--- src/rtl/booth_mult_pipe_if.sv ---
// Handshake bundle for booth_mult_pipe: operand side (in_*, a, b, alu_signed) and result side (out_*, prod, flags).
// Ports: in_valid/in_ready + a, b, alu_signed (operands); out_valid/out_ready + prod, neg_flag, zero_flag (result).
// master = issue/writeback side driving operands and out_ready; slave = the multiplier.
interface booth_mult_pipe_if #(
   parameter int WIDTH = 16
);
   localparam int PW = 2 * WIDTH;

   logic             in_valid;
   logic             in_ready;
   logic [WIDTH-1:0] a;
   logic [WIDTH-1:0] b;
   logic             alu_signed;
   logic             out_valid;
   logic             out_ready;
   logic [PW-1:0]    prod;
   logic             neg_flag;
   logic             zero_flag;

   modport master (
      output in_valid, a, b, alu_signed, out_ready,
      input  in_ready, out_valid, prod, neg_flag, zero_flag
   );

   modport slave (
      input  in_valid, a, b, alu_signed, out_ready,
      output in_ready, out_valid, prod, neg_flag, zero_flag
   );
endinterface

--- src/rtl/booth_mult_pipe.sv ---
// Pipelined radix-4 Booth multiplier, full 2*WIDTH product, signed or unsigned per op.
// Latency 3 cycles (encode / carry-save reduce / final add), throughput 1 per cycle.
// Backpressure ripples back combinationally through per-stage ready; flush clears all valids.
// Ports: clk, rst_n (async active-low), flush (sync clear), bus (slave side of booth_mult_pipe_if).
// The interface instance must be built with the same WIDTH as this module.
module booth_mult_pipe #(
   parameter  int WIDTH = 16,
   localparam int PW    = 2 * WIDTH
) (
   input  logic                clk,
   input  logic                rst_n,
   input  logic                flush,
   booth_mult_pipe_if.slave    bus
);
   localparam int N  = WIDTH / 2 + 1;   // Booth digits / partial products
   localparam int EW = WIDTH + 2;       // extended operand width

   // ---------------- flow control ----------------
   logic v1, v2, v3;
   logic rdy1, rdy2, rdy3;

   assign rdy3         = !v3 || bus.out_ready;
   assign rdy2         = !v2 || rdy3;
   assign rdy1         = !v1 || rdy2;
   assign bus.in_ready = rdy1 && !flush;
   assign bus.out_valid = v3;

   always_ff @(posedge clk or negedge rst_n) begin
      if (!rst_n) begin
         v1 <= 1'b0;
         v2 <= 1'b0;
         v3 <= 1'b0;
      end else if (flush) begin
         v1 <= 1'b0;
         v2 <= 1'b0;
         v3 <= 1'b0;
      end else begin
         if (rdy1) v1 <= bus.in_valid;
         if (rdy2) v2 <= v1;
         if (rdy3) v3 <= v2;
      end
   end

   // ---------------- S1: Booth encode ----------------
   logic [EW-1:0] a_ext, b_ext;
   logic [PW-1:0] a_pw;
   logic [EW:0]   b_win;   // multiplier with the implicit 0 below bit 0
   logic [PW-1:0] pp_c [N];
   logic [N-1:0]  corr_c;

   assign a_ext = bus.alu_signed ? {{2{bus.a[WIDTH-1]}}, bus.a} : {2'b00, bus.a};
   assign b_ext = bus.alu_signed ? {{2{bus.b[WIDTH-1]}}, bus.b} : {2'b00, bus.b};
   assign a_pw  = {{(PW-EW){a_ext[EW-1]}}, a_ext};
   assign b_win = {b_ext, 1'b0};

   always_comb begin
      for (int i = 0; i < N; i++) begin
         logic [PW-1:0] mag;
         logic          neg;
         mag = '0;
         neg = 1'b0;
         case (b_win[2*i +: 3])
            3'b001, 3'b010: mag = a_pw;
            3'b011:         mag = a_pw << 1;
            3'b100: begin   mag = a_pw << 1; neg = 1'b1; end
            3'b101, 3'b110: begin mag = a_pw; neg = 1'b1; end
            default:        mag = '0;   // 000 / 111 -> zero digit
         endcase
         // Invert before shifting so the vacated low bits stay 0; the +1 sits at bit 2i.
         pp_c[i]   = (neg ? ~mag : mag) << (2 * i);
         corr_c[i] = neg;
      end
   end

   logic [PW-1:0] s1_pp [N];
   logic [N-1:0]  s1_corr;
   logic          s1_signed;

   always_ff @(posedge clk) begin
      if (rdy1 && bus.in_valid) begin
         s1_pp     <= pp_c;
         s1_corr   <= corr_c;
         s1_signed <= bus.alu_signed;
      end
   end

   // ---------------- S2: carry-save reduction ----------------
   function automatic logic [2*PW-1:0] csa(input logic [PW-1:0] x, y, z);
      return {x ^ y ^ z, (x & y) | (x & z) | (y & z)};
   endfunction

   logic [PW-1:0] corr_row;
   logic [PW-1:0] sum_c, carry_c;   // value = sum_c + (carry_c << 1)

   always_comb begin
      corr_row = '0;
      for (int i = 0; i < N; i++) corr_row[2*i] = s1_corr[i];
      sum_c   = s1_pp[0];
      carry_c = '0;
      for (int i = 1; i < N; i++)
         {sum_c, carry_c} = csa(sum_c, carry_c << 1, s1_pp[i]);
      {sum_c, carry_c} = csa(sum_c, carry_c << 1, corr_row);
   end

   logic [PW-1:0] s2_sum, s2_carry;
   logic          s2_signed;

   always_ff @(posedge clk) begin
      if (rdy2 && v1) begin
         s2_sum    <= sum_c;
         s2_carry  <= carry_c;
         s2_signed <= s1_signed;
      end
   end

   // ---------------- S3: final carry-propagate add ----------------
   logic [PW-1:0] prod_c;
   logic [PW-1:0] prod_q;
   logic          neg_q, zero_q;

   assign prod_c = s2_sum + (s2_carry << 1);

   always_ff @(posedge clk or negedge rst_n) begin
      if (!rst_n) begin
         prod_q <= '0;
         neg_q  <= 1'b0;
         zero_q <= 1'b0;
      end else if (!flush && rdy3 && v2) begin
         prod_q <= prod_c;
         neg_q  <= s2_signed & prod_c[PW-1];
         zero_q <= (prod_c == '0);
      end
   end

   assign bus.prod      = prod_q;
   assign bus.neg_flag  = neg_q;
   assign bus.zero_flag = zero_q;
endmodule

--- src/flat_wrapper.sv ---
// flat-port wrapper written by rule: the top's interface ports become plain ports
module booth_mult_pipe_flat 
#(
   parameter  int WIDTH = 16,
   localparam int PW    = 2 * WIDTH
)
  (clk, rst_n, flush, bus_in_valid, bus_a, bus_b, bus_alu_signed, bus_out_ready, bus_in_ready, bus_out_valid, bus_prod, bus_neg_flag, bus_zero_flag);
  booth_mult_pipe_if #(.WIDTH(WIDTH)) bus_i ();
  input  logic clk;
  input  logic rst_n;
  input  logic flush;
  input wire logic [$bits(bus_i.in_valid)-1:0] bus_in_valid;
  input wire logic [$bits(bus_i.a)-1:0] bus_a;
  input wire logic [$bits(bus_i.b)-1:0] bus_b;
  input wire logic [$bits(bus_i.alu_signed)-1:0] bus_alu_signed;
  input wire logic [$bits(bus_i.out_ready)-1:0] bus_out_ready;
  output wire logic [$bits(bus_i.in_ready)-1:0] bus_in_ready;
  output wire logic [$bits(bus_i.out_valid)-1:0] bus_out_valid;
  output wire logic [$bits(bus_i.prod)-1:0] bus_prod;
  output wire logic [$bits(bus_i.neg_flag)-1:0] bus_neg_flag;
  output wire logic [$bits(bus_i.zero_flag)-1:0] bus_zero_flag;
  assign bus_i.in_valid = bus_in_valid;
  assign bus_i.a = bus_a;
  assign bus_i.b = bus_b;
  assign bus_i.alu_signed = bus_alu_signed;
  assign bus_i.out_ready = bus_out_ready;
  assign bus_in_ready = bus_i.in_ready;
  assign bus_out_valid = bus_i.out_valid;
  assign bus_prod = bus_i.prod;
  assign bus_neg_flag = bus_i.neg_flag;
  assign bus_zero_flag = bus_i.zero_flag;
  booth_mult_pipe #(.WIDTH(WIDTH)) u_core (.clk(clk), .rst_n(rst_n), .flush(flush), .bus(bus_i));
endmodule
--- config.mk ---
export PLATFORM = sky130hd
export DESIGN_NAME = booth_mult_pipe_flat
export DESIGN_NICKNAME = d
export VERILOG_FILES = /design/src/rtl/booth_mult_pipe_if.sv /design/src/rtl/booth_mult_pipe.sv /design/src/flat_wrapper.sv
export SDC_FILE = /design/constraint.sdc
export NUM_CORES = 1
export LEC_CHECK = 0
export ABC_AREA = 1
export ABC_CLOCK_PERIOD_IN_PS = 4900
export CAP_MARGIN = 0
export CORE_MARGIN = 3
export CORE_UTILIZATION = 35
export CTS_BUF_LIST = sky130_fd_sc_hd__clkbuf_16
export DETAILED_ROUTE_END_ITERATION = 10
export GPL_ROUTABILITY_DRIVEN = 0
export GPL_TIMING_DRIVEN = 0
export PLACE_DENSITY = 0.5
export SYNTH_ARGS = -nofsm -noshare
export SYNTH_HDL_FRONTEND = slang
export SYNTH_SLANG_ARGS = --single-unit
--- constraint.sdc ---
create_clock -name clk -period 4.9 [get_ports clk]
set_input_delay 0.735 -clock clk [delete_from_list [all_inputs] [get_ports clk]]
set_output_delay 0.735 -clock clk [all_outputs]
set_load 0.05 [all_outputs]
==> summary.txt, run 1 <==
Routing
  – DRT iter0 DRCs: 592
  – Antenna Nets Post-Route: 0
  – DR WL/cell: 17.4 um
  – Drc violations: 0
  – TritonRoute pass-1 iters: 5
  – Via count: 11308
  – Total routed wirelength: 41000 um
  – Vias per cell: 4.81

Timing
  – Clock skew: 18.5 ps
  – Fin crit period: 4910 ps
  – Crit path setup slack, layout: -13.5 ps
  – Highest clock rate: 204 MHz
  – Worst slew margin: 38.5%
  – Worst Tran Pin Value: 897 ps
  – RSZ-0062 raised after global routing: true
  – Slew Limit Fails: 0
  – Final hold vios: 0
  – Fin crit share: 100%
  – Endpoints failing setup: 1

Floorplanning
  – Total die area: 0.0517 sq mm
  – Core area: 0.0480 sq mm
  – Initial Util: 35.7%
  – DIE HEIGHT: 227 um
  – Std cell rows: 80
  – I/O Pins: 74
  – Die W: 227 um

Critical path
  – Worst r2r src: u_core.s1_pp[240]
  – Worst Setup SP: u_core.s1_pp[240]
  – R2R cell count: 11
  – Worst Setup End Kind: flip-flop
  – Required @ worst endpoint: 5180 ps
  – CP max FO: 1
  – RR Endpoint: u_core.s2_sum[16]
  – Internal reg-to-reg setup slack: -10 ps
  – CP Class: flip-flop to flip-flop
  – CP startpoint kind: flip-flop
  – Critical Path AT: 5190 ps

GRT
  – Initial antenna violation count: 2
  – Gr ovfl total: 0
  – First-pass GRT wire length: 65500 um
  – Pin count of the biggest net entering global routing: 99
  – Number of global-route vias before repair: 11953
  – Global-route usage over all layers: 16.4%

Cells and area
  – Nets@finish: 1975
  – Fin util: 41.2%
  – Layout cells sized above 1: 6.29%
  – Non-filler instance count after layout: 2349
  – Design Area, Final: 0.0198 sq mm
  – Layout area overhead: 15.5%

Power and ir drop
  – Peak supply drop: 0.314 mV
  – PD cells: 766 mW/mm^2
  – Clock network fraction of design power: 15.0%
  – Leakage: 8.68 nW
  – Sequential power share: 25.4%
  – Sw Pwr: 6.50 mW
  – Switch share: 42.8%
  – Cell Int Power: 8.67 mW
  – Combinational power share: 59.5%
  – Tot Pwr: 15.2 mW

Synth
  – Seq/Total Area, Yosys: 45.5%
  – Yosys cell types: 41
  – Seq cells post-synth: 266
  – Syn nets: 1860
  – Post-synth EDFFs: 229
  – Synth Instances: 1598
  – Asr flop ratio synth: 13.9%
  – Syn. warnings: 0
  – Mean post-synth cell area: 10.7 sq um
  – Main synth FF type: edfxtp_1
  – Synthesized cell area: 0.0171 sq mm

CTS
  – Sink Count: 266
  – H-tree depth: 2
  – CTS Buf Count: 34
  – Reg clk slew, reported paths: 50 ps
  – CTS tree: built
  – Cts hold-fix bufs: 0
  – Later-pin clock latency in the skew report: 530 ps
  – CTS Buffer Depth: 3
  – Root Buffer: clkbuf_16

Run status
  – Status: finished, violations left
  – Failing checks: negative setup slack

Placed design
  – PortBufs: 72
  – Pre-CTS WS: -160 ps
  – Placed insts: 2287
  – Area after DPL: 0.0187 sq mm
  – HPWL after DPL: 32300 um

Run
  – MaxCap Viol Count: 0

Worst hold path
  – HP Class: input port to async pin
## layout by cell type (no fill, tap or decap), drive strengths merged, types with 28 or more instances in the layout
| cell type | netlist | routed |
|---|---|---|
| clkdlybuf4s50 | 0 | 71 |
| clkbuf | 33 | 68 |
| ha | 100 | 100 |
| nand3 | 45 | 45 |
| o21ai | 32 | 32 |
| edfxtp | 229 | 229 |
| inv | 236 | 247 |
| clkinv | 21 | 29 |
| fa | 124 | 124 |
| buf | 20 | 28 |
| dfrtp | 37 | 37 |
| o22ai | 127 | 127 |
| nor2 | 103 | 103 |
| nand2 | 269 | 269 |
| xor2 | 137 | 137 |
## per-layer routing
layer	vias to the layer above	wire length (um)	track usage, %
met4	0	1370	6.07
met3	87	1940	3.22
met1	5427	18500	21.7
met2	272	19200	26.9
li1	5522	-	-
met5	-	0	0
## power groups by stage
stage                     combinational (mW)  clock [mW]  sequential (mW)
final                                   9.03        2.28             3.86
after global routing                    10.8        2.45             3.92
after CTS                               9.14        2.35             3.87
after detailed placement                8.99           0             3.91
after global placement                  8.92           0             3.91
after floorplan                         5.94           0             4.30
## Yosys cell counts (3+ instances only)
master    instances  area share (%)
nand2_1         265             5.8
inv_1           234             5.1
edfxtp_1        229              40
xor2_1          137             7.0
o22ai_1         127             4.6
fa_1            124              14
ha_1            100             7.3
nor2_1           90             2.0
nand3_1          41             1.2
dfrtp_1          37             5.4
clkbuf_1         33            0.72
a21oi_1          25            0.73
o21ai_0          25            0.73
clkinv_1         21            0.46
a31oi_1          13            0.47
xnor2_1          13            0.66
buf_2            11            0.32
nor2_2           10            0.36
nand3b_1          8            0.35
nand4_1           8            0.29
o21ai_1           7            0.20
buf_1             5            0.11
buf_4             4            0.18
nand2_2           4            0.15
nand3_2           4            0.23
nor2_4            3            0.20
## sequential cells by signal (all words and copies together) (netlist names)
signal	cells
u_core.v2	1
u_core.s2_signed	1
u_core.s1_signed	1
u_core.bus.zero_flag	1
u_core.s2_sum	32
u_core.s1_corr	9
u_core.bus.neg_flag	1
u_core.s1_pp	160
u_core.bus.prod	32
u_core.s2_carry	26
u_core.v1	1
u_core.bus.out_valid	1
## through the flow
step                TNS (ps)  hold WS [ps]
floorplan                  0           400
global placement     -384460           423
detailed placement      -605           412
CTS                    -7.36           288
global route            -265           336
finish                 -13.5           295
## final cells by class
cell class	instances	area, sq um
fillers	4680	28200
multi-input cells	1022	8230
flip-flops and latches	266	7800
inverters	257	972
clock buffers	35	876
repair buffers	79	805
well taps	615	769
plain buffers	53	228
clock inverters	21	116
diodes	1	2.50
## worst max path at each step
stage                        end  slack [ps]  depth (start not counted)
2_1_floorplan  u_core.s1_corr[0]         100                          6
3_3_place_gp   u_core.s1_pp[190]       -2280                          7
3_5_place_dp   u_core.s2_sum[30]        -160                         13
4_1_cts        u_core.s2_sum[16]          -7                         11
5_1_grt        u_core.s2_sum[16]        -150                         11
6_report       u_core.s2_sum[16]         -10                         11
## critical path, cell delays in order, from the launching register on
cell and delay [ps]:
edfxtp_1 370, ha_1 330, fa_1 470, fa_1 530, fa_1 430, fa_1 530
fa_1 460, fa_1 520, inv_1 50, fa_1 450, fa_1 490, inv_1 30
## kinds of logic (layout without fill, tap and decap cells)
logic type / count (synthesis) / after routing / share of synthesized area (%)
xor gates and xnor gates: 150 / 150 / 7.66
AOI/OAI and AO/OA: 205 / 205 / 7.13
and+or+nand+nor: 441 / 441 / 10.9
buffers and inverters: 310 / 445 / 6.96
DFF: 266 / 266 / 45.5
adders and majority gates: 224 / 224 / 21.8
muxes: 1 / 1 / 0.0584
other: 1 / 2 / 0.0219
## what timing repair did
action                                  in CTS  in global routing
gates resized for setup                      8                 12
endpoints found under the setup margin      10                 18
setup buffers                                3                  2
pin swaps                                    5                  6
(Power assumes the default switching activity.)
==> run 2, diff against run 1 <==
--- a/config.mk
+++ b/config.mk
@@ -8,7 +8,6 @@
 export ABC_AREA = 1
 export ABC_CLOCK_PERIOD_IN_PS = 4900
 export CAP_MARGIN = 0
-export CORE_MARGIN = 3
 export CORE_UTILIZATION = 35
 export CTS_BUF_LIST = sky130_fd_sc_hd__clkbuf_16
 export DETAILED_ROUTE_END_ITERATION = 10
==> summary.txt, run 2 (synthesis gave the netlist of run 1 again) <==
GRT
  – Pin count of the biggest net entering global routing: 116
  – Gr ovfl total: 0
  – First-pass GRT wire length: 64600 um
  – Initial antenna violation count: 2
  – Global-route usage over all layers: 16.6%
  – Number of global-route vias before repair: 11733

CTS
  – Reg clk slew, reported paths: 60 ps
  – H-tree depth: 1
  – CTS Buf Count: 31
  – CTS tree: built
  – Root Buffer: clkbuf_16
  – Cts hold-fix bufs: 0
  – Later-pin clock latency in the skew report: 590 ps
  – Sink Count: 266
  – CTS Buffer Depth: 3

Critical path
  – Internal reg-to-reg setup slack: -10 ps
  – Worst Setup End Kind: flip-flop
  – CP max FO: 4
  – CP startpoint kind: flip-flop
  – CP Class: flip-flop to flip-flop
  – Worst r2r src: u_core.s1_pp[286]
  – Required @ worst endpoint: 5230 ps
  – Critical Path AT: 5240 ps
  – Worst Setup SP: u_core.s1_pp[286]

Run status
  – Failing checks: negative setup slack
  – Status: finished, violations left

Cells and area
  – Most common cell after layout, fill and taps aside: nand2_1
  – Layout cells sized above 1: 6.33%
  – Nets@finish: 1974
  – Fillers: 4659
  – Layout area overhead: 15.6%
  – Max reg flops: 160
  – Fin util: 41.2%
  – Largest reg by FF count: u_core.s1_pp
  – Non-filler instance count after layout: 2353
  – Design Area, Final: 0.0198 sq mm
  – Commonest cells after routing, fill and taps aside: nand2_1, inv_1, edfxtp_1, xor2_1, o22ai_1

Floorplanning
  – Core area: 0.0480 sq mm
  – Die W: 223 um
  – Total die area: 0.0499 sq mm
  – I/O Pins: 74
  – Std cell rows: 80
  – Initial Util: 35.7%
  – DIE HEIGHT: 223 um

Timing
  – Crit path setup slack, layout: -10.9 ps
  – Fin crit period: 4910 ps
  – Setup_tns: -23.9 ps
  – Final hold vios: 0
  – Highest clock rate: 204 MHz
  – Slew Limit Fails: 0
  – Fin crit share: 100%
  – Clock skew: 27.8 ps
  – RSZ-0062 raised after global routing: true
  – Worst Tran Pin Value: 941 ps
  – Endpoints failing setup: 3
  – Worst slew margin: 35.5%

Routing
  – Via count: 11302
  – Vias per cell: 4.80
  – TritonRoute pass-1 iters: 7
  – DR WL/cell: 17.2 um
  – Drc violations: 0
  – Total routed wirelength: 40500 um
  – Antenna Nets Post-Route: 0
  – DRT iter0 DRCs: 680

Placed design
  – Placed insts: 2287
  – HPWL after DPL: 32200 um
  – PortBufs: 72
  – Area after DPL: 0.0187 sq mm

Power and ir drop
  – Tot Pwr: 15.2 mW
  – Sw Pwr: 6.53 mW
  – Leakage: 8.68 nW
  – Cell Int Power: 8.65 mW
  – PD cells: 766 mW/mm^2
  – Switch share: 43.0%
  – Sequential power share: 25.4%
  – Peak supply drop: 0.320 mV
  – Clock network fraction of design power: 14.7%
  – Combinational power share: 59.9%

Worst hold path
  – HP Class: input port to async pin

Run
  – MaxCap Viol Count: 0
## run 2: cell type report
class / instances / area, sq um / share of cell area (%)
diodes: 1 / 2.50 / 0.0126
plain buffers: 53 / 228 / 1.15
clock buffers: 31 / 776 / 3.92
clock inverters: 27 / 203 / 1.02
inverters: 257 / 972 / 4.91
multi-input cells: 1022 / 8240 / 41.6
flip-flops and latches: 266 / 7800 / 39.4
well taps: 615 / 769 / 3.88
repair buffers: 81 / 820 / 4.14
## run 2: path summary, 6_finish.rpt
check / end / cells after the start
worst max-delay path: u_core.s2_sum[22] / 16
worst min-delay path: u_core.bus.prod[3] / 1
worst max register to register: u_core.s2_sum[22] / 16
worst min register to register: u_core.s2_signed / 0
max in group asynchronous: u_core.bus.prod[28] / 1
min in group clk: u_core.s2_signed / 0
## run 2: critical path, stage by stage, from the launching register on
cell      delay [ps]
edfxtp_1         420
buf_4            160
inv_2             60
ha_4             200
o21ai_1          110
nand2_1          110
buf_4            150
buf_4            120
fa_2             550
fa_1             450
fa_1             530
fa_1             470
fa_1             500
inv_1             50
fa_1             470
inv_1             40
ha_1             260
## run 2: per-stage QoR
step,hold slack [ps],setup slack [ps]
global placement,424,-2230
finish,244,-10.9
global route,292,-147
CTS,248,-7.50
floorplan,400,97.6
detailed placement,413,-162
## run 2: power groups by stage
stage                     clock network [mW]  registers, mW  logic [mW]
after detailed placement                   0           3.91        8.99
after CTS                               2.30           3.86        9.10
after global routing                    2.38           3.92        10.7
after global placement                     0           3.91        8.92
after floorplan                            0           4.30        5.94
final                                   2.23           3.85        9.09
## run 2: metal layers
layer | vias to the layer above | GRT usage (%) | share of wire (%)
met1 | 5451 | 22.4 | 46
met3 | 56 | 2.50 | 4.1
met5 | - | 0 | 0
li1 | 5539 | - | -
met4 | 0 | 4.68 | 2.5
met2 | 256 | 27.6 | 47
## run 2: what timing repair did
action / CTS / global route
endpoints found under the setup margin: 11 / 20
resized for setup: 7 / 13
pin swaps: 5 / 14
buffers inserted: 4 / 3
==> RTL change: new RTL, config.mk and constraints of run 1 <==
`WIDTH` is set to 16 in 3 places; all go to 8.
--- a/src/rtl/booth_mult_pipe_if.sv
+++ b/src/rtl/booth_mult_pipe_if.sv
@@ -4,3 +4,3 @@
 interface booth_mult_pipe_if #(
-   parameter int WIDTH = 16
+   parameter int WIDTH = 8
 );
--- a/src/rtl/booth_mult_pipe.sv
+++ b/src/rtl/booth_mult_pipe.sv
@@ -6,3 +6,3 @@
 module booth_mult_pipe #(
-   parameter  int WIDTH = 16,
+   parameter  int WIDTH = 8,
    localparam int PW    = 2 * WIDTH
--- a/src/flat_wrapper.sv
+++ b/src/flat_wrapper.sv
@@ -3,3 +3,3 @@
 #(
-   parameter  int WIDTH = 16,
+   parameter  int WIDTH = 8,
    localparam int PW    = 2 * WIDTH
Ports: changed (resized bus_a, bus_b and bus_prod); port bits go from 74 to 42. No check against the original RTL was run, so the function may have changed too.
==> RTL change against run 1 <==
Wire length fell by 73%. Worst setup slack better by 1700 ps. Sequential power shrank 68%. Non-clock buffer count decreased by 83. Area after synthesis fell by 65%. First-iteration DRC count shrank 64%. Final area is 65% lower. Combinational power fell by 86%. Die area shrank 64%. Power decreased by 79%. Critical path depth down 3. Sequential cell count down 162. Largest cell class is now registers. Highest routed layer unchanged.
==> RTL change: results (changes against run 1) <==
status: completed (was complete, but fails checks)
reg-to-reg endpoint: u_core.s2_sum[8] (was u_core.s2_sum[16])
first-pass GRT wire length: 18840 µm (was 65500 µm)
number of max-cap violations: 0 (unchanged)
CTS clk-pin slew, worst paths: 60 ps
part of the Yosys area used for sequential elements: 50.22% (was 45.52%)
normalized max-slew margin: 31.23% (was 38.51%)
Main synth FF type: edfxtp_1 (unchanged)
worst hold path class: reg2reg (was in2async)
hold violation total from the final report: 0 (unchanged)
Leak: 3.125 nW (was 8.677 nW)
leading cell types by count after synthesis: nand2_1 (118), edfxtp_1 (83), inv_1 (82) (was nand2_1 (265), inv_1 (234), edfxtp_1 (229))
Async S/R FF share, synth: 20.19% (was 13.91%)
number of routed nets with antenna violations: 0 (unchanged)
number of I/O port buffers: 40 (was 72)
top cells by area in the synthesized netlist: edfxtp_1 (41%), ha_1 (9.2%), dfrtp_1 (8.7%) (was edfxtp_1 (40%), fa_1 (14%), ha_1 (7.3%))
final-layout worst hold slack: 427.8 ps (was 294.9 ps)
total clock buffers created by CTS: 9 (was 34)
Largest register FFs: 48 (was 160)
routed vias: 3905 (was 11310)
number of cells after detailed placement: 837 (was 2287)
average wire per cell in the routed design: 13.13 µm (was 17.43 µm)
detailed-router iteration count before antenna repair: 4 (was 5)
worst reg2reg setup slack: 1760 ps (was -10 ps)
largest net degree at the start of global routing: 33 (was 99)
highest net fanout along the worst path: 3 (was 1)
share of post-route cells with drive strength above 1: 4.747% (was 6.290%)
total track usage: 12.85% (was 16.41%)
number of instances resized during post-cts repair: 0 (was 8)
Hold Startpoint: u_core.s1_pp[65]
antenna violations before repair: 0 (was 2)
FILL cells: 1636 (was 4680)
count of buffers added by post-CTS timing repair for setup: 0 (was 3)
Synth warnings: 0 (unchanged)
arrival time at the worst endpoint: 2480 ps (was 5190 ps)
worst reg-to-reg path cell count: 7 (was 11)
buffer depth of the longest clock path: 2 (was 3)
master cell of the clock root buffer: clkbuf_16 (unchanged)
number of H-tree levels: 3 (was 2)
Post-Syn Area per Cell: 10.43 µm² (was 10.73 µm²)
fin nets: 720 (was 1975)
maximum clock skew at final layout: 7.356 ps (was 18.47 ps)
Net Count, Synth: 668 (was 1860)
source-to-sink clock delay at the later pin of the worst-skew pair: 350 ps (was 530 ps)
start of the worst register-to-register path: u_core.s1_pp[72] (was u_core.s1_pp[240])
final instance area: 7015 µm² (was 19810 µm²)
Place WS: 1511 ps (was -159.8 ps)
end point of the critical path: bus_in_ready (was u_core.s2_sum[16])
antenna diode count: 0 (was 1)
routed wire length: 11190 µm (was 40950 µm)
cell depth of the worst hold path: 0
half-perimeter wire length after detailed placement: 8929 µm (was 32300 µm)
launch point of the critical path: bus_out_ready (was u_core.s1_pp[240])
maximum vdd ir drop: 0.0002534 V (was 0.0003136 V)
number of DRC violations after detailed-routing iteration 0: 211 (was 592)
Post-synth EDFFs: 83 (was 229)
total cell area at the placement stage: 6705 µm² (was 18680 µm²)
Tmin final: 3220 ps (was 4913 ps)
destination of the worst hold path: u_core.s2_sum[1]
number of distinct library cells after synthesis: 30 (was 41)
## RTL change: changes by cell type in the layout (fill, tap and decap cells not counted), sizes merged, moves of 55 or more
cell / run 1 / this run
inv: 247 / 86
ha: 100 / 44
o22ai: 127 / 24
nand2: 269 / 124
fa: 124 / 26
nor2: 103 / 44
clkbuf: 68 / 13
edfxtp: 229 / 83
xor2: 137 / 28
## RTL change: layout make-up
| class | instances | area share (%) |
|---|---|---|
| inverter | 85 | 4.548 |
| multi-input combinational | 379 | 37.60 |
| buffer | 8 | 0.4994 |
| clock buffer | 9 | 3.210 |
| tap | 220 | 3.924 |
| timing repair buffer | 41 | 5.993 |
| clock inverter | 6 | 1.213 |
| sequential | 104 | 43.02 |
## RTL change: power breakdown
part | internal (mW) | leakage, nW | switching (mW) | total, mW
Sequential | 1.17 | 1.08 | 0.0654 | 1.24
Clock | 0.444 | 0.155 | 0.303 | 0.746
Combinational | 0.470 | 1.89 | 0.764 | 1.23
Total | 2.08 | 3.12 | 1.13 | 3.22
## RTL change: cells by family (layout without fill, tap and decap cells)
logic type,after synthesis,count (layout),synth area share [%]
XOR/XNOR,35,35,5.101
multiplexers,1,1,0.1666
AND/OR/NAND/NOR,193,193,13.37
flip-flops,104,104,50.22
other,1,1,0.06240
AO/OA/AOI/OAI,79,79,7.370
buffers and inverters,93,149,5.892
adder cells (fa/ha/maj),70,70,17.82
## RTL change: layer usage
metal / track usage [%] / up-vias / part of all wire [%]
met3: 2.978 / 13 / 3.6
met4: 4.268 / 0 / 1.7
li1: - / 2011 / -
met1: 16.39 / 1815 / 47
met2: 21.55 / 66 / 48
met5: 0 / - / 0
## RTL change: critical path, cell delays in order
cell and delay (ps):
clkdlybuf4s50_1 400, nor2_1 230, inv_1 110, nor2_1 130
nand2_1 90, nand2_1 60, inv_1 40, clkdlybuf4s50_1 680
